### config.mk
export PLATFORM = sky130hd
export DESIGN_NAME = collision_scanner
export DESIGN_NICKNAME = d
export VERILOG_FILES = /design/src/rtl/collision_scanner.sv
export SDC_FILE = /design/constraint.sdc
export NUM_CORES = 1
export LEC_CHECK = 0
export ABC_AREA = 1
export BUFFER_PORTS_ARGS = -buffer_cell sky130_fd_sc_hd__clkbuf_2
export CAP_MARGIN = 25
export CORE_UTILIZATION = 50
export DETAILED_ROUTE_END_ITERATION = 10
export GPL_TIMING_DRIVEN = 1
export PLACE_DENSITY_LB_ADDON = 0.25
export SYNTH_ARGS = -nofsm -noshare
export SYNTH_HDL_FRONTEND = slang
export SYNTH_SLANG_ARGS = --single-unit
### constraint.sdc
create_clock -name CLOCK_50 -period 2.4 [get_ports CLOCK_50]
set_input_delay 0.12 -clock CLOCK_50 [delete_from_list [all_inputs] [get_ports CLOCK_50]]
set_output_delay 0.12 -clock CLOCK_50 [all_outputs]
set_load 0.05 [all_outputs]
### src/rtl/collision_scanner.sv
// collision_scanner: sweeps the entity file one slot per clock and judges a
// proposed move against the play-field bounds and every active entity.
module collision_scanner #(
    parameter int unsigned COORD_W      = 9,
    parameter int unsigned N_ENT        = 8,
    parameter int unsigned ADDR_W       = 3,
    parameter int unsigned HIT_DIST     = 28,
    parameter int unsigned X_MIN        = 32,
    parameter int unsigned X_MAX        = 255,
    parameter int unsigned Y_MIN        = 32,
    parameter int unsigned Y_MAX        = 191,
    parameter bit          STICKY_FLAGS = 1'b1
) (
    input  logic               CLOCK_50,
    input  logic               RESET,
    input  logic               START,
    input  logic [ADDR_W-1:0]  MOVER_ADDR,
    input  logic [1:0]         MOVER_ID,
    input  logic [COORD_W-1:0] OLD_X,
    input  logic [COORD_W-1:0] OLD_Y,
    input  logic [COORD_W-1:0] NEW_X,
    input  logic [COORD_W-1:0] NEW_Y,
    output logic [ADDR_W-1:0]  ADDRESS,
    input  logic               OBJ_VALID,
    input  logic [1:0]         OBJ_ID,
    input  logic [COORD_W-1:0] OBJ_X,
    input  logic [COORD_W-1:0] OBJ_Y,
    output logic               BUSY,
    output logic               DONE,
    output logic [COORD_W-1:0] FINAL_X,
    output logic [COORD_W-1:0] FINAL_Y,
    output logic               BLOCKED,
    output logic               GAME_OVER_FLAG,
    output logic               YOU_WIN_FLAG,
    output logic               HIT_VALID,
    output logic [ADDR_W-1:0]  HIT_ADDR
);

    localparam logic [1:0] StIdle   = 2'd0;
    localparam logic [1:0] StScan   = 2'd1;
    localparam logic [1:0] StDrain  = 2'd2;
    localparam logic [1:0] StReport = 2'd3;

    localparam logic [ADDR_W-1:0]  LastAddr = ADDR_W'(N_ENT - 1);
    localparam logic [COORD_W:0]   HitDist  = (COORD_W + 1)'(HIT_DIST);

    logic [1:0]         state_q, state_d;
    logic [ADDR_W-1:0]  addr_q, addr_d;
    // Mover request latched at START so the requester may move on.
    logic [ADDR_W-1:0]  m_addr_q, m_addr_d;
    logic [1:0]         m_id_q, m_id_d;
    logic [COORD_W-1:0] old_x_q, old_x_d, old_y_q, old_y_d;
    logic [COORD_W-1:0] new_x_q, new_x_d, new_y_q, new_y_d;
    // Scan accumulators.
    logic               blk_q, blk_d, over_q, over_d, win_q, win_d;
    logic               hv_q, hv_d;
    logic [ADDR_W-1:0]  ha_q, ha_d;
    // Result registers, held between DONE pulses.
    logic [COORD_W-1:0] fx_q, fx_d, fy_q, fy_d;
    logic               blocked_q, blocked_d, go_q, go_d, yw_q, yw_d;
    logic               hit_valid_q, hit_valid_d;
    logic [ADDR_W-1:0]  hit_addr_q, hit_addr_d;

    logic                eval_en, active, overlap, oob;
    logic [ADDR_W-1:0]   eval_slot;
    logic signed [COORD_W:0] dx_s, dy_s;
    logic [COORD_W:0]    adx, ady;
    logic                slot_blk, slot_win, slot_over;

    // Per-slot judgement: RAM data in this cycle belongs to last cycle's address.
    always_comb begin
        eval_en   = ((state_q == StScan) && (addr_q != '0)) || (state_q == StDrain);
        eval_slot = (state_q == StDrain) ? addr_q : addr_q - ADDR_W'(1);
        active    = eval_en && OBJ_VALID && (eval_slot != m_addr_q);
        dx_s      = $signed({1'b0, new_x_q}) - $signed({1'b0, OBJ_X});
        dy_s      = $signed({1'b0, new_y_q}) - $signed({1'b0, OBJ_Y});
        adx       = dx_s[COORD_W] ? $unsigned(-dx_s) : $unsigned(dx_s);
        ady       = dy_s[COORD_W] ? $unsigned(-dy_s) : $unsigned(dy_s);
        overlap   = active && (adx < HitDist) && (ady < HitDist);
        slot_blk  = overlap && (OBJ_ID == 2'd3);
        slot_win  = overlap && (OBJ_ID == 2'd2) && (m_id_q != 2'd2);
        slot_over = overlap && !OBJ_ID[1] && (OBJ_ID != m_id_q);
        oob       = (new_x_q < COORD_W'(X_MIN)) || (new_x_q > COORD_W'(X_MAX)) ||
                    (new_y_q < COORD_W'(Y_MIN)) || (new_y_q > COORD_W'(Y_MAX));
    end

    // Next-state logic for the sweep FSM, accumulators and result registers.
    always_comb begin
        state_d     = state_q;
        addr_d      = addr_q;
        m_addr_d    = m_addr_q;
        m_id_d      = m_id_q;
        old_x_d     = old_x_q;
        old_y_d     = old_y_q;
        new_x_d     = new_x_q;
        new_y_d     = new_y_q;
        blk_d       = blk_q | slot_blk;
        over_d      = over_q | slot_over;
        win_d       = win_q | slot_win;
        hv_d        = hv_q | overlap;
        ha_d        = (overlap && !hv_q) ? eval_slot : ha_q;
        fx_d        = fx_q;
        fy_d        = fy_q;
        blocked_d   = blocked_q;
        go_d        = go_q;
        yw_d        = yw_q;
        hit_valid_d = hit_valid_q;
        hit_addr_d  = hit_addr_q;
        case (state_q)
            StIdle: begin
                addr_d = '0;
                if (START) begin
                    m_addr_d = MOVER_ADDR;
                    m_id_d   = MOVER_ID;
                    old_x_d  = OLD_X;
                    old_y_d  = OLD_Y;
                    new_x_d  = NEW_X;
                    new_y_d  = NEW_Y;
                    blk_d    = 1'b0;
                    over_d   = 1'b0;
                    win_d    = 1'b0;
                    hv_d     = 1'b0;
                    ha_d     = '0;
                    state_d  = StScan;
                end
            end
            StScan: begin
                if (addr_q == LastAddr) begin
                    state_d = StDrain;
                end else begin
                    addr_d = addr_q + ADDR_W'(1);
                end
            end
            StDrain: begin
                // The last slot is folded in here so REPORT sees the full scan.
                blocked_d   = blk_d | oob;
                fx_d        = (blk_d | oob) ? old_x_q : new_x_q;
                fy_d        = (blk_d | oob) ? old_y_q : new_y_q;
                go_d        = STICKY_FLAGS ? (go_q | over_d) : over_d;
                yw_d        = STICKY_FLAGS ? (yw_q | win_d) : win_d;
                hit_valid_d = hv_d;
                hit_addr_d  = ha_d;
                addr_d      = '0;
                state_d     = StReport;
            end
            default: begin
                state_d = StIdle;
            end
        endcase
    end

    // State registers with synchronous reset.
    always_ff @(posedge CLOCK_50) begin
        if (RESET) begin
            state_q     <= StIdle;
            addr_q      <= '0;
            m_addr_q    <= '0;
            m_id_q      <= '0;
            old_x_q     <= '0;
            old_y_q     <= '0;
            new_x_q     <= '0;
            new_y_q     <= '0;
            blk_q       <= 1'b0;
            over_q      <= 1'b0;
            win_q       <= 1'b0;
            hv_q        <= 1'b0;
            ha_q        <= '0;
            fx_q        <= '0;
            fy_q        <= '0;
            blocked_q   <= 1'b0;
            go_q        <= 1'b0;
            yw_q        <= 1'b0;
            hit_valid_q <= 1'b0;
            hit_addr_q  <= '0;
        end else begin
            state_q     <= state_d;
            addr_q      <= addr_d;
            m_addr_q    <= m_addr_d;
            m_id_q      <= m_id_d;
            old_x_q     <= old_x_d;
            old_y_q     <= old_y_d;
            new_x_q     <= new_x_d;
            new_y_q     <= new_y_d;
            blk_q       <= blk_d;
            over_q      <= over_d;
            win_q       <= win_d;
            hv_q        <= hv_d;
            ha_q        <= ha_d;
            fx_q        <= fx_d;
            fy_q        <= fy_d;
            blocked_q   <= blocked_d;
            go_q        <= go_d;
            yw_q        <= yw_d;
            hit_valid_q <= hit_valid_d;
            hit_addr_q  <= hit_addr_d;
        end
    end

    assign ADDRESS        = addr_q;
    assign BUSY           = (state_q != StIdle);
    assign DONE           = (state_q == StReport);
    assign FINAL_X        = fx_q;
    assign FINAL_Y        = fy_q;
    assign BLOCKED        = blocked_q;
    assign GAME_OVER_FLAG = go_q;
    assign YOU_WIN_FLAG   = yw_q;
    assign HIT_VALID      = hit_valid_q;
    assign HIT_ADDR       = hit_addr_q;

endmodule

## Yosys cells after proc, flatten, opt, wreduce, memory -nomap -nowiden

Index checks and enable logic that the tools add are counted.
W data, S select, Z words.

| operators by class | value |
|---|---|
| add/sub/neg operators | 6 |
| magnitude comparators | 6 |
| equality and inequality tests | 12 |
| muxes and demuxes | 21 |
| bitwise operators | 7 |
| reductions and logical operators | 25 |

Operator list:

| kind | count |
|---|---|
| $lt A10 B5 Y1 const B | 2 |
| $mux W10 | 2 |
| $neg A10 Y10 | 2 |
| $sub A9 B9 Y10 | 2 |
| $gt A9 B8 Y1 const B | 2 |
| $lt A9 B6 Y1 const B | 2 |
| $mux W9 | 2 |
| $mux W3 | 5 |
| $logic_and A1 B1 Y1 | 11 |
| $eq A2 B2 Y1 const B | 4 |
| $mux W1 | 8 |
| $or A1 B1 Y1 | 7 |
| $ne A2 B2 Y1 const B | 3 |
| $pmux W2 S3 | 1 |
| $pmux W3 S2 | 1 |
| $reduce_and A2 Y1 | 3 |
| $logic_or A1 B1 Y1 | 4 |
| $mux W2 | 2 |
| $reduce_bool A2 Y1 | 2 |
| $add A3 B1 Y3 const B | 1 |
| $eq A3 B3 Y1 const B | 1 |
| $ne A3 B3 Y1 | 1 |
| $reduce_bool A3 Y1 | 1 |
| $sub A3 B1 Y3 const B | 1 |
| other kinds (6) | 7 |

| storage, ports and cells | value |
|---|---|
| register bits | 78 |
| bits of input ports | 65 |
| output and inout port bits | 30 |
| logic and storage cells | 97 |

## Depth between registers and ports, before layout

Gate-level depths: netlist (run 1).

| logic depth | value |
|---|---|
| depth after elaboration | 12 |
| gate-level depth with buffers | 23 |
| mapped depth without buffers | 23 |

## Worst setup path after synthesis (run 1)

No wires, ideal clock.

| timing path | value |
|---|---|
| kind | reg2reg |
| start | reg addr_q[0], in the netlist ADDRESS[0] |
| end | reg fx_q[7], in the netlist FINAL_X[7] |
| setup time | 0.135 ns |
| data arrival time | 2.535 ns |
| data required time | 2.265 ns |
| setup slack | -0.270 ns |
| cell stages (with the launch flop) | 18 |
| path buffers | 1 |
| clock period less this slack | 2.670 ns |
| cells stage by stage | dfxtp_1 > inv_1 > ha_1 > o21ai_1 > xnor2_1 > nand2_1 > nor2_1 > nor2_1 > nand3_1 > nor2_1 > nand2_1 > nor2_4 > nand4_4 > nand3_4 > buf_6 > nand2_1 > nand3_1 > a21oi_1 |

| on the way | value |
|---|---|
| word-level cells in the longest chain between the ends | 11 |
| elaborated cells between the ends (all ways) | 14 |
| those cells by class | add/sub: 1; eq/ne: 1; mux: 2; bitwise: 2; reduce/logical: 8 |

Ends and longest elaborated chain:

| element | line | text |
|---|---|---|
| start, declared | 48 | `logic [ADDR_W-1:0] addr_q, addr_d;` |
| start signal, assigned | 177 | `addr_q <= addr_d;` |
| branches (longest 4 deep; another with $sub A3 B1 Y3) | - |  |
| $logic_and A1 B1 Y1 (*) | 74 | `active = eval_en && OBJ_VALID && (eval_slot != m_addr_q);` |
| $logic_and A1 B1 Y1 (*) (2 in a row) | 79 | `overlap = active && (adx < HitDist) && (ady < HitDist);` |
| $logic_and A1 B1 Y1 (*) | 80 | `slot_blk = overlap && (OBJ_ID == 2'd3);` |
| $or A1 B1 Y1 (*) | 97 | `blk_d = blk_q \| slot_blk;` |
| $or A1 B1 Y1 (*) | 137 | `fx_d = (blk_d \| oob) ? old_x_q : new_x_q;` |
| $mux W9 (*) | 137 |  |
| end signal, assigned | 168 | `fx_q <= '0;` |
| end signal, assigned | 189 | `fx_q <= fx_d;` |
| end, declared | 59 | `logic [COORD_W-1:0] fx_q, fx_d, fy_q, fy_d;` |

Every way passes the cells marked *.
A chain may end at the register's enable or synchronous reset.

## Final worst setup path (run 1)

| timing path | value |
|---|---|
| start | reg new_x_q[0] |
| end | reg fx_q[1], in the netlist FINAL_X[1] |

| on the way | value |
|---|---|
| word-level cells in the longest chain between the ends | 10 |
| elaborated cells between the ends (all ways) | 15 |
| those cells by class | add/sub: 2; order compare: 3; mux: 2; bitwise: 2; reduce/logical: 6 |

Ends and longest elaborated chain:

| element | line | text |
|---|---|---|
| start, declared | 53 | `logic [COORD_W-1:0] new_x_q, new_x_d, new_y_q, new_y_d;` |
| start signal, assigned | 182 | `new_x_q <= new_x_d;` |
| $sub A9 B9 Y10 | 75 | `dx_s = $signed({1'b0, new_x_q}) - $signed({1'b0, OBJ_X});` |
| $neg A10 Y10 | 77 | `adx = dx_s[COORD_W] ? $unsigned(-dx_s) : $unsigned(dx_s);` |
| $mux W10 | 77 |  |
| $lt A10 B5 Y1 | 79 |  |
| $logic_and A1 B1 Y1 (2 in a row) | 79 |  |
| $logic_and A1 B1 Y1 | 80 |  |
| $or A1 B1 Y1 | 97 |  |
| $or A1 B1 Y1 (*) | 137 |  |
| $mux W9 (*) | 137 |  |

Mark *: on every way between the ends. The rest lies on a longest branch, timed or not.

==> summary.md, run 1 <==
| Metric | Value |
|---|---|
| Layout cell share with drive strength beyond 1 | `0.294` |
| CTS Buffer Depth | `2` |
| Violations in the final reports | `negative setup slack` |
| RSZ-0062 raised after global routing | `true` |
| Worst Setup Slack post-DPL | `-0.343 ns` |
| Initial cell density of the core | `0.512` |
| Worst clock skew | `0.0117 ns` |
| Number of placed instances, taps included | `939` |
| Area growth from synthesis to layout | `30.0%` |
| Cell accounting for the most synthesized area | `dfxtp_1` |
| Number of buffers added by the clock tree synthesis step | `9` |
| Clock-pin slew on the worst setup and hold paths | `0.09 ns` |
| Leading cell types in the layout, fill and taps excluded | `nand2_1, inv_1, clkbuf_2` |
| Remaining Overflow, GRT | `0` |
| Type of the worst min-delay path | `primary input to flip-flop` |
| Status | `finished, violations left` |
| Start-to-end type of the worst setup path | `flip-flop to flip-flop` |
| Initial antenna violation count | `0` |
| Width of the die | `99.1 um` |
| Synth Area per Inst | `6.66 um^2` |
| Smallest hold slack | `0.0139 ns` |
| Final critical delay including setup and external delays | `2.87 ns` |
| Number of synthesized register bits | `78` |
| Ordered list of cells on the worst path | `inv_2, ha_4, fa_2, nand2_2, a21oi_2, nand3_1, nor2_2, nand3_2, nand2_1, nand2_1, nand2_1, nand2_2, nor2_4, nand4_4, buf_2, nand4_1, nand3_1, a21oi_1` |
| Skew-Pair Late Insertion Delay | `0.36 ns` |
| Worst path setup slack after routing | `-0.465 ns` |
| Arrival time worst endpoint | `3.16 ns` |
| Global-route track usage on met1 | `0.317` |
| Setup slack of the most critical reg-to-reg path | `-0.47 ns` |
| Number of endpoints failing setup at the final stage | `32` |
| Post-DP HPWL | `9.28 mm` |
| Net count after synthesis | `801` |
| Commonest non-fill, non-tap cell in the layout | `nand2_1` |
| Met2 layer usage reported by global route | `0.473` |
| Synthesized instance count | `708` |
| Buffers & Inverters on Critical Path | `2` |
| TritonCTS clock tree | `built` |
| Cell occurring most often along the worst timing path | `nand2_1` |
| Number of sinks handled by clock tree synthesis | `78` |
| Sequential element share of the synthesized area | `0.331` |
| ANT nets after route | `0` |
| Floorplan die area | `9820 um^2` |
| Total via count in the routed design | `5060` |
| Worst voltage drop across the vdd grid | `0.000593 V` |
| Number of max-capacitance violations reported | `0` |
| Count of placed standard cells in the final layout, fillers left out | `976` |
| Proportion of netlist area held by the largest area contributor | `0.331` |
| Count of distinct cell types in the synthesized netlist | `37` |
| Most utilized layer in the global route result | `met2` |
| # port buffers | `94` |
| Via count of the first global-routing pass | `4752` |
| H-tree depth | `3` |
| Share of the clock period used by the worst path | `1.19` |
| Final cell utilization of the core | `0.666` |
| Count of nets after finishing | `953` |
| Final slew viol count | `0` |
| Post-synth design cell area | `4710 um^2` |
| Std-Cell Rows | `35` |
| Multi-input combinational cell area | `2760 um^2` |
| Synthesis warning total | `0` |
| Number of hold buffers added after CTS | `0` |
| Vert. Die Dim | `99.1 um` |
| Worst Path Max Fanout | `5` |
| Slew at the pin with the worst max-slew slack | `0.582 ns` |
| Ranking of synthesized cells by area | `dfxtp_1, nand2_1, inv_1` |
| Startpoint kind of the worst setup timing path | `flip-flop` |
| Global-route wire length before repair | `20.8 mm` |
| Combined global-route utilization of all metal layers | `0.263` |
| Number of filler instances in the final layout | `796` |
| Count of unresolved DRC violations after routing | `0` |
| Areal power density over the cells | `1020 nW/um^2` |
| Core outline area | `9200 um^2` |
| Max stage delay cell, worst path | `fa_2` |
| First-pass DRT Iterations | `6` |
| Max Clock Freq | `349 MHz` |
| Detailed Route Iter0 Violations | `263` |
| I/O Pins | `95` |
| Grt met3 use | `0.0411` |
| Routability-driven placement congestion ratio | `0.875` |
| Antenna fix cells | `0` |
| DRT Wirelength | `12.7 mm` |
| Root cell of the clock tree | `clkbuf_8` |
| Kind of end point of the critical path | `flip-flop` |
| Sequential standard cell area | `1570 um^2` |
| Static leakage | `3.10 nW` |
| Required time of the critical path | `2.70 ns` |
| Wire length per cell after detailed routing | `13.0 um` |
| Critical Path Max Stage Delay | `0.53 ns` |
| Relative slew slack | `0.610` |
| PnR Total Power | `6.24 mW` |
| Number of endpoints with negative hold slack in the final report | `0` |
| Avg Vias per Cell | `5.18` |
| Maximum number of pins on one net before global-route repair | `32` |
| Family with the most delay on the worst path | `simple AND/OR/NAND/NOR gates` |
-- Yosys cell counts (all sizes together) --
cell / number
clkbuf: 19
nor2: 44
nand3: 66
a21boi: 1
inv: 120
o21ai: 49
buf: 6
o21a: 2
fa: 2
o211ai: 2
a211oi: 2
nand3b: 2
o21bai: 1
xor2: 3
a311oi: 1
dfxtp: 78
ha: 26
xnor2: 3
nand2: 172
nand4: 24
or2: 1
a21oi: 80
nor3: 3
clkinv: 1
-- flip-flops by register name (all words and copies together), names as in the netlist, 2 cells and up --
register,flops
state_q,2
new_y_q,9
ha_q,3
FINAL_Y,9
old_x_q,9
FINAL_X,9
m_id_q,2
HIT_ADDR,3
ADDRESS,3
m_addr_q,3
old_y_q,9
new_x_q,9
-- power by group --
group	internal (mW)	leakage (nW)	switching [mW]
Combinational	1.33	2.38	2.24
Sequential	1.58	0.641	0.159
Clock	0.388	0.0829	0.540
Total	3.30	3.10	2.94
-- tightest hold or removal path, stage by stage --
cell	delay, ns
clkbuf_2	0.07
o21ai_0	0.07
nor2_1	0.08
-- layer usage --
layer | vias to the layer above | routed length (um)
met5 | - | 0
met4 | 0 | 305
met3 | 30 | 684
met2 | 146 | 6200
met1 | 2291 | 5540
li1 | 2593 | -
-- layout make-up --
class | count | area share
Sequential cell | 78 | 0.256
Inverter | 121 | 0.0750
Tap cell | 111 | 0.0227
Timing Repair Buffer | 165 | 0.166
Multi-Input combinational cell | 485 | 0.451
Clock buffer | 9 | 0.0202
Clock inverter | 7 | 0.00940
-- repair_timing --
item                                    4_1_cts  5_1_grt
cloned                                        0        2
pin swaps                                     8       14
resized for setup                            16       35
buffers inserted                             16        6
endpoints found under the setup margin       32       33
-- per-stage QoR --
stage	instance area (um^2)	TNS, ns
final	6120	-12.25
after global routing	6120	-16.69
after detailed placement	5610	-7.53
after global placement	5610	-4.63
after floorplan	4730	-1.93
after CTS	5960	-6.59
-- cells by family (layout without fill, tap and decap cells) --
family,count (synthesis),after routing,share of synthesized area
compound gates,138,138,0.155
fa+ha+maj,28,28,0.0775
simple gates,312,313,0.304
buf+inv,146,302,0.121
flops,78,78,0.331
xor+xnor,6,6,0.0112
-- final timing paths --
check	startpoint	end	cells past startpoint
min	MOVER_ID[1]	m_id_q[1]$_SDFFE_PP0P_	3
max	new_x_q[0]$_SDFFE_PP0P_	FINAL_X[1]$_SDFFE_PP0P_	18
max reg2reg	new_x_q[0]$_SDFFE_PP0P_	FINAL_X[1]$_SDFFE_PP0P_	18
min reg2reg	old_y_q[2]$_SDFFE_PP0P_	old_y_q[2]$_SDFFE_PP0P_	2
Note: power is estimated with default switching activity, not from simulation.
==> run 2: changes to the inputs <==
- BUFFER_PORTS_ARGS: -buffer_cell sky130_fd_sc_hd__clkbuf_2 -> unset
- CORE_UTILIZATION: 50 -> 65
- DONT_BUFFER_PORTS: unset -> 1
- clock period: 2.4 -> 3.7 ns (I/O delays scaled with it)
==> summary.md, run 2 (synthesis gave the netlist of run 1 again) <==
| Metric | Value |
|---|---|
| Number of max-capacitance violations reported | `0 (unchanged)` |
| Relative slew slack | `0.573 (-0.0363)` |
| Critical Path Max Stage Delay | `0.40 ns (-0.13 ns)` |
| Sequential Power Share | `0.363 (+0.084)` |
| Number of endpoints failing setup at the final stage | `0 (-100%)` |
| CTS Buffer Depth | `2 (unchanged)` |
| Arrival time worst endpoint | `3.31 ns (+0.15 ns)` |
| Count of nets after finishing | `798 (-16%)` |
| Buffers & Inverters on Critical Path | `2 (unchanged)` |
| Via count of the first global-routing pass | `4104 (-14%)` |
| Share of the clock period used by the worst path | `0.831 (-0.363)` |
| Number of sinks handled by clock tree synthesis | `78 (unchanged)` |
| Worst clock skew | `0.00875 ns (-0.00295 ns)` |
| Width of the die | `87.1 um (-12%)` |
| Maximum number of pins on one net before global-route repair | `45 (+41%)` |
| ANT nets after route | `0 (unchanged)` |
| Global-route wire length before repair | `18.1 mm (-13%)` |
| Start-to-end type of the worst setup path | `flip-flop to flip-flop` |
| Avg Vias per Cell | `5.48 (+5.7%)` |
| Kind of end point of the critical path | `flip-flop` |
| First-pass DRT Iterations | `5 (-1)` |
| Slew at the pin with the worst max-slew slack | `0.639 ns (+0.0572 ns)` |
| Commonest non-fill, non-tap cell in the layout | `nand2_1` |
| Post-cts resize count | `0 (-16)` |
| Switching pwr | `1.73 mW (-41%)` |
| Leading cell types in the layout, fill and taps excluded | `nand2_1, inv_1, dfxtp_1, a21oi_1, nand3_1` |
| Max stage delay cell, worst path | `fa_1` |
| Final slew viol count | `0 (unchanged)` |
| Count of unresolved DRC violations after routing | `0 (unchanged)` |
| Max Clock Freq | `325 MHz (-6.8%)` |
| Startpoint kind of the worst setup timing path | `flip-flop` |
| Combined global-route utilization of all metal layers | `0.305 (+0.0420)` |
| Family with the most delay on the worst path | `simple AND/OR/NAND/NOR gates` |
| Floorplan die area | `7590 um^2 (-23%)` |
| Setup TNS | `0 ns (+12.25 ns)` |
| Internal Pwr Total | `1.90 mW (-42%)` |
| Initial antenna violation count | `0 (unchanged)` |
| Core outline area | `6910 um^2 (-25%)` |
| Required time of the critical path | `3.94 ns (+1.24 ns)` |
| Number of filler instances in the final layout | `609 (-23%)` |
| PnR Total Power | `3.63 mW (-42%)` |
| Switching part of the total power | `0.477 (+0.00588)` |
| I/O Pins | `95 (unchanged)` |
| Number of endpoints with negative hold slack in the final report | `0 (unchanged)` |
| Initial cell density of the core | `0.682 (+0.170)` |
| Clock-pin slew on the worst setup and hold paths | `0.08 ns (about the same)` |
| Std-Cell Rows | `30 (-14%)` |
| # port buffers | `0 (-100%)` |
| DRT Wirelength | `11.1 mm (-13%)` |
| Relative contribution of combinational cells to total power | `0.459 (-0.113)` |
| Status | `completed` |
| Type of the worst min-delay path | `primary input to flip-flop` |
| TritonCTS clock tree | `built` |
| Detailed Route Iter0 Violations | `209 (-21%)` |
| Remaining Overflow, GRT | `0 (unchanged)` |
| Wire length per cell after detailed routing | `13.8 um (+5.5%)` |
| Areal power density over the cells | `720 nW/um^2 (-29%)` |
| Skew-Pair Late Insertion Delay | `0.35 ns (about the same)` |
| Number of buffers added by the clock tree synthesis step | `9 (unchanged)` |
| Worst Path Max Fanout | `19 (+14)` |
| RSZ-0062 raised after global routing | `false` |
| Layout cell share with drive strength beyond 1 | `0.0761 (-0.218)` |
| Routability-driven placement congestion ratio | `0.863 (-1.4%)` |
| Total via count in the routed design | `4421 (-13%)` |
| Root cell of the clock tree | `clkbuf_8` |
| Part of the power in the clock network | `0.178 (+0.029)` |
| Static leakage | `2.43 nW (-22%)` |
| Ordered list of cells on the worst path | `inv_1, ha_1, fa_1, inv_1, nand2_1, a21oi_1, nand3_1, nor2_1, nand2_1, nand3_1, nand2_1, nor2_1, nand2_1, nor2_4, nand4_4, nand3_4, nand2_1, nand3_1, a21oi_1` |
| Worst voltage drop across the vdd grid | `0.000465 V (-22%)` |
| Cell occurring most often along the worst timing path | `nand2_1` |
| Area growth from synthesis to layout | `6.98%` |
| Vert. Die Dim | `87.1 um (-12%)` |
| H-tree depth | `3 (unchanged)` |
| Final critical delay including setup and external delays | `3.07 ns (+0.208 ns)` |
| Post-DP HPWL | `8.39 mm (-9.6%)` |
[run 2: changes by cell type in the layout (fill, tap and decap cells not counted), moves of 4 or more]
cell | before | now
a21oi_1 | 67 | 78
buf_4 | 65 | 8
buf_6 | 5 | 0
inv_1 | 111 | 115
nand2_2 | 16 | 5
nand3_1 | 51 | 59
nand2_1 | 155 | 167
clkbuf_2 | 94 | 0
a21oi_2 | 13 | 2
nand3_2 | 12 | 6
[run 2: cell type report]
type                    instances  area (um^2)  share of cell area
repair buffers                 11          123              0.0243
diodes                          1         2.50            0.000496
well taps                      96          120              0.0238
multi-input cells             484         2580               0.512
clock inverters                 7         72.6              0.0144
flip-flops and latches         78         1560               0.310
inverters                     121          457              0.0906
clock buffers                   9          124              0.0246
[run 2: path summary, 6_finish.rpt]
| check | from | end | slack (ns) | depth (start not counted) |
|---|---|---|---|---|
| hold reg to reg | old_x_q[7]$_SDFFE_PP0P_ | old_x_q[7]$_SDFFE_PP0P_ | 0.46 | 2 |
| setup / recovery | new_x_q[0]$_SDFFE_PP0P_ | FINAL_Y[7]$_SDFFE_PP0P_ | 0.63 | 19 |
| hold / removal | OLD_X[8] | old_x_q[8]$_SDFFE_PP0P_ | 0.004 | 2 |
| setup reg to reg | new_x_q[0]$_SDFFE_PP0P_ | FINAL_Y[7]$_SDFFE_PP0P_ | 0.63 | 19 |
[run 2: through the flow]
step / hold slack (ns) / setup WS (ns) / instance area [um^2] / cells / utilization
floorplan: 0.352 / 1.03 / 4710 / 708 / -
global placement: 0.254 / 0.820 / 4770 / 786 / 0.691
detailed placement: 0.255 / 0.698 / 4770 / 786 / 0.691
CTS: 0.00301 / 0.562 / 4980 / 803 / 0.721
global route: 0.0223 / 0.310 / 5040 / 806 / 0.730
finish: 0.00413 / 0.627 / 5040 / 807 / 0.730
[run 2: power by group through the flow]
stage,clock (mW),combinational (mW),sequential (mW)
2_1_floorplan,0,1.32,1.32
3_3_place_gp,0,1.57,1.33
3_5_place_dp,0,1.63,1.33
4_1_cts,0.646,1.64,1.32
5_1_grt,0.683,1.90,1.34
6_report,0.646,1.67,1.32
[run 2: per-layer routing]
layer,wire (um),share of wire,up-vias,GRT usage
li1,-,-,2276,-
met1,4840,0.44,1990,0.376
met2,5150,0.46,128,0.507
met3,764,0.069,27,0.0635
met4,359,0.032,0,0.148
met5,0,0,-,0
[run 2: repair_timing]
item | 4_1_cts | 5_1_grt
hold endpoints to repair | 27 | 0
setup buffers | 0 | 0
hold buffers | 1 | 0
==> run 3: changes to the inputs <==
- CORE_UTILIZATION: 65 -> 58
- clock period: 3.7 -> 2.5 ns (I/O delays scaled with it)
==> summary.md, run 3 (synthesis gave the netlist of run 1 again) <==
| Metric | Value |
|---|---|
| Total via count in the routed design | `4975 (+13%)` |
| Root cell of the clock tree | `clkbuf_8` |
| Combined global-route utilization of all metal layers | `0.318 (+0.0129)` |
| Smallest hold slack | `-0.173 ns (-0.178 ns)` |
| I/O Pins | `95 (unchanged)` |
| Startpoint kind of the worst setup timing path | `flip-flop` |
| TritonCTS clock tree | `built` |
| Maximum number of pins on one net before global-route repair | `33 (-27%)` |
| Switching pwr | `2.83 mW (+63%)` |
| Vert. Die Dim | `92.1 um (+5.7%)` |
| Buffers & Inverters on Critical Path | `2 (unchanged)` |
| Status | `finished, violations left` |
| Type of the worst min-delay path | `primary input to flip-flop` |
| Via count of the first global-routing pass | `4715 (+15%)` |
| Slew at the pin with the worst max-slew slack | `0.603 ns (-0.0360 ns)` |
| Avg Vias per Cell | `5.58 (+1.9%)` |
| Areal power density over the cells | `1010 nW/um^2 (+40%)` |
| Static leakage | `2.79 nW (+15%)` |
| First element of the critical path | `new_x_q[0]$_SDFFE_PP0P_` |
| Capture point of the worst path | `FINAL_X[1]$_SDFFE_PP0P_` |
| Count of cells along the worst register-to-register path | `18 (-1)` |
| DRT Wirelength | `13.5 mm (+22%)` |
| Number of endpoints with negative hold slack in the final report | `24 (+24)` |
| Max Clock Freq | `345 MHz (+6.1%)` |
| Arrival time worst endpoint | `3.19 ns (-0.12 ns)` |
| Max stage delay cell, worst path | `fa_2` |
| Core outline area | `7810 um^2 (+13%)` |
| Worst clock skew | `0.00646 ns (-0.00229 ns)` |
| Number of hold buffers added after CTS | `46 (+45)` |
| Final critical delay including setup and external delays | `2.90 ns (-0.177 ns)` |
| Detailed Route Iter0 Violations | `284 (+36%)` |
| Count of unresolved DRC violations after routing | `0 (unchanged)` |
| Commonest non-fill, non-tap cell in the layout | `nand2_1` |
| Cell occurring most often along the worst timing path | `nand2_1` |
| Worst voltage drop across the vdd grid | `0.000758 V (+63%)` |
| Part of the power in the clock network | `0.169 (-0.009)` |
| Initial cell density of the core | `0.604 (-0.0787)` |
| Switching part of the total power | `0.476 (-0.000549)` |
| Relative contribution of combinational cells to total power | `0.502 (+0.043)` |
| Number of max-capacitance violations reported | `0 (unchanged)` |
| Number of cells on the critical path | `18 (-1)` |
| Wire length per cell after detailed routing | `15.2 um (+10%)` |
| Internal Pwr Total | `3.11 mW (+64%)` |
| Global-route wire length before repair | `21.4 mm (+19%)` |
| Remaining Overflow, GRT | `0 (unchanged)` |
| Sequential Power Share | `0.329 (-0.034)` |
| Skew-Pair Late Insertion Delay | `0.36 ns (about the same)` |
| Kind of end point of the critical path | `flip-flop` |
| Relative slew slack | `0.596 (+0.0231)` |
| Antenna fix cells | `0 (-1)` |
| Number of filler instances in the final layout | `577 (-5.3%)` |
| H-tree depth | `3 (unchanged)` |
| Destination of the worst register-to-register timing path | `FINAL_X[1]$_SDFFE_PP0P_` |
| Number of endpoints failing setup at the final stage | `32 (+32)` |
| Clock-pin slew on the worst setup and hold paths | `0.09 ns (about the same)` |
| Worst Path Max Fanout | `7 (-12)` |
| Ordered list of cells on the worst path | `inv_2, ha_4, fa_2, nand2_2, a21oi_2, nand3_1, nor2_2, nand3_2, nand2_1, nand2_1, nand2_1, nand2_1, nor2_4, nand4_4, buf_6, nand4_1, nand3_1, a21oi_1` |
| Instance area at placement | `5030 um^2 (+5.4%)` |
| Post-DP HPWL | `9.08 mm (+8.3%)` |
| ANT nets after route | `0 (unchanged)` |
| RSZ-0062 raised after global routing | `true` |
| Reg2Reg Launch Point | `new_x_q[0]$_SDFFE_PP0P_` |
| Setup slack of the most critical reg-to-reg path | `-0.40 ns (-1.02 ns)` |
| Worst path setup slack after routing | `-0.396 ns (-1.02 ns)` |
| Std-Cell Rows | `32 (+6.7%)` |
| Width of the die | `92.1 um (+5.7%)` |
| Setup TNS | `-10.35 ns (-10.35 ns)` |
| Share of the clock period used by the worst path | `1.16 (+0.328)` |
| First-pass DRT Iterations | `5 (unchanged)` |
| Routability-driven placement congestion ratio | `0.887 (+2.9%)` |
| Floorplan die area | `8490 um^2 (+12%)` |
| Count of nets after finishing | `877 (+9.9%)` |
| Number of sinks handled by clock tree synthesis | `78 (unchanged)` |
| Initial antenna violation count | `0 (unchanged)` |
| Worst hold stages | `1 (-1)` |
| # port buffers | `0 (unchanged)` |
| Start-to-end type of the worst setup path | `flip-flop to flip-flop` |
| Family with the most delay on the worst path | `simple AND/OR/NAND/NOR gates` |
| Area growth from synthesis to layout | `25.3%` |
| Number of buffers added by the clock tree synthesis step | `9 (unchanged)` |
| Required time of the critical path | `2.79 ns (-1.15 ns)` |
| Layout cell share with drive strength beyond 1 | `0.166 (+0.0900)` |
| Violations in the final reports | `negative hold slack, negative setup slack` |
| Final Cell Area | `5900 um^2 (+17%)` |
| CTS Buffer Depth | `2 (unchanged)` |
| Critical Path Max Stage Delay | `0.53 ns (+0.13 ns)` |
| Final slew viol count | `0 (unchanged)` |
| Leading cell types in the layout, fill and taps excluded | `nand2_1, inv_1, dfxtp_1` |
-- run 3: layout make-up --
type / instances / area (um^2) / area share
Multi-Input combinational cell: 485 / 2740 / 0.464
Sequential cell: 78 / 1570 / 0.265
Timing Repair Buffer: 89 / 807 / 0.137
Inverter: 121 / 457 / 0.0774
Tap cell: 102 / 128 / 0.0216
Clock buffer: 9 / 124 / 0.0210
Clock inverter: 7 / 78.8 / 0.0134
-- run 3: routing by layer --
layer | share of wire | GRT usage
met1 | 0.41 | 0.371
met2 | 0.50 | 0.562
met3 | 0.065 | 0.0647
met4 | 0.026 | 0.133
met5 | 0 | 0
-- run 3: power groups by stage --
stage | logic, mW | clock network [mW] | registers (mW)
detailed placement | 2.64 | 0 | 1.97
finish | 2.98 | 1.00 | 1.95
floorplan | 1.96 | 0 | 1.95
global route | 3.30 | 1.05 | 1.98
global placement | 2.54 | 0 | 1.96
CTS | 2.80 | 0.985 | 1.94
-- run 3: metrics by stage --
| step | cells | utilization | hold slack, ns | total power [mW] | setup WS [ns] |
|---|---|---|---|---|---|
| 6_report | 891 | 0.756 | -0.173 | 5.93 | -0.396 |
| 5_1_grt | 891 | 0.756 | -0.194 | 6.32 | -0.595 |
| 4_1_cts | 887 | 0.742 | -0.183 | 5.73 | -0.244 |
| 3_5_place_dp | 822 | 0.644 | 0.197 | 4.61 | -0.311 |
| 3_3_place_gp | 822 | 0.644 | 0.196 | 4.50 | -0.146 |
| 2_1_floorplan | 708 | - | 0.292 | 3.91 | -0.0495 |
-- run 3: worst min-delay path by stage --
stage	startpoint	end	slack [ns]
4_1_cts	RESET	FINAL_X[8]$_SDFFE_PP0P_	-0.18
3_3_place_gp	RESET	ADDRESS[1]$_SDFFE_PP0P_	0.20
3_5_place_dp	RESET	FINAL_X[8]$_SDFFE_PP0P_	0.20
6_report	RESET	FINAL_Y[3]$_SDFFE_PP0P_	-0.17
2_1_floorplan	MOVER_ADDR[1]	m_addr_q[1]$_SDFFE_PP0P_	0.29
5_1_grt	RESET	FINAL_Y[3]$_SDFFE_PP0P_	-0.19
-- run 3: timing repair --
action / in CTS / in global routing
cloned: 1 / 0
buffers inserted: 3 / 4
pin swaps: 6 / 24
endpoints found under the hold margin: 67 / 21
resized for setup: 21 / 23
setup endpoints to repair: 32 / 32
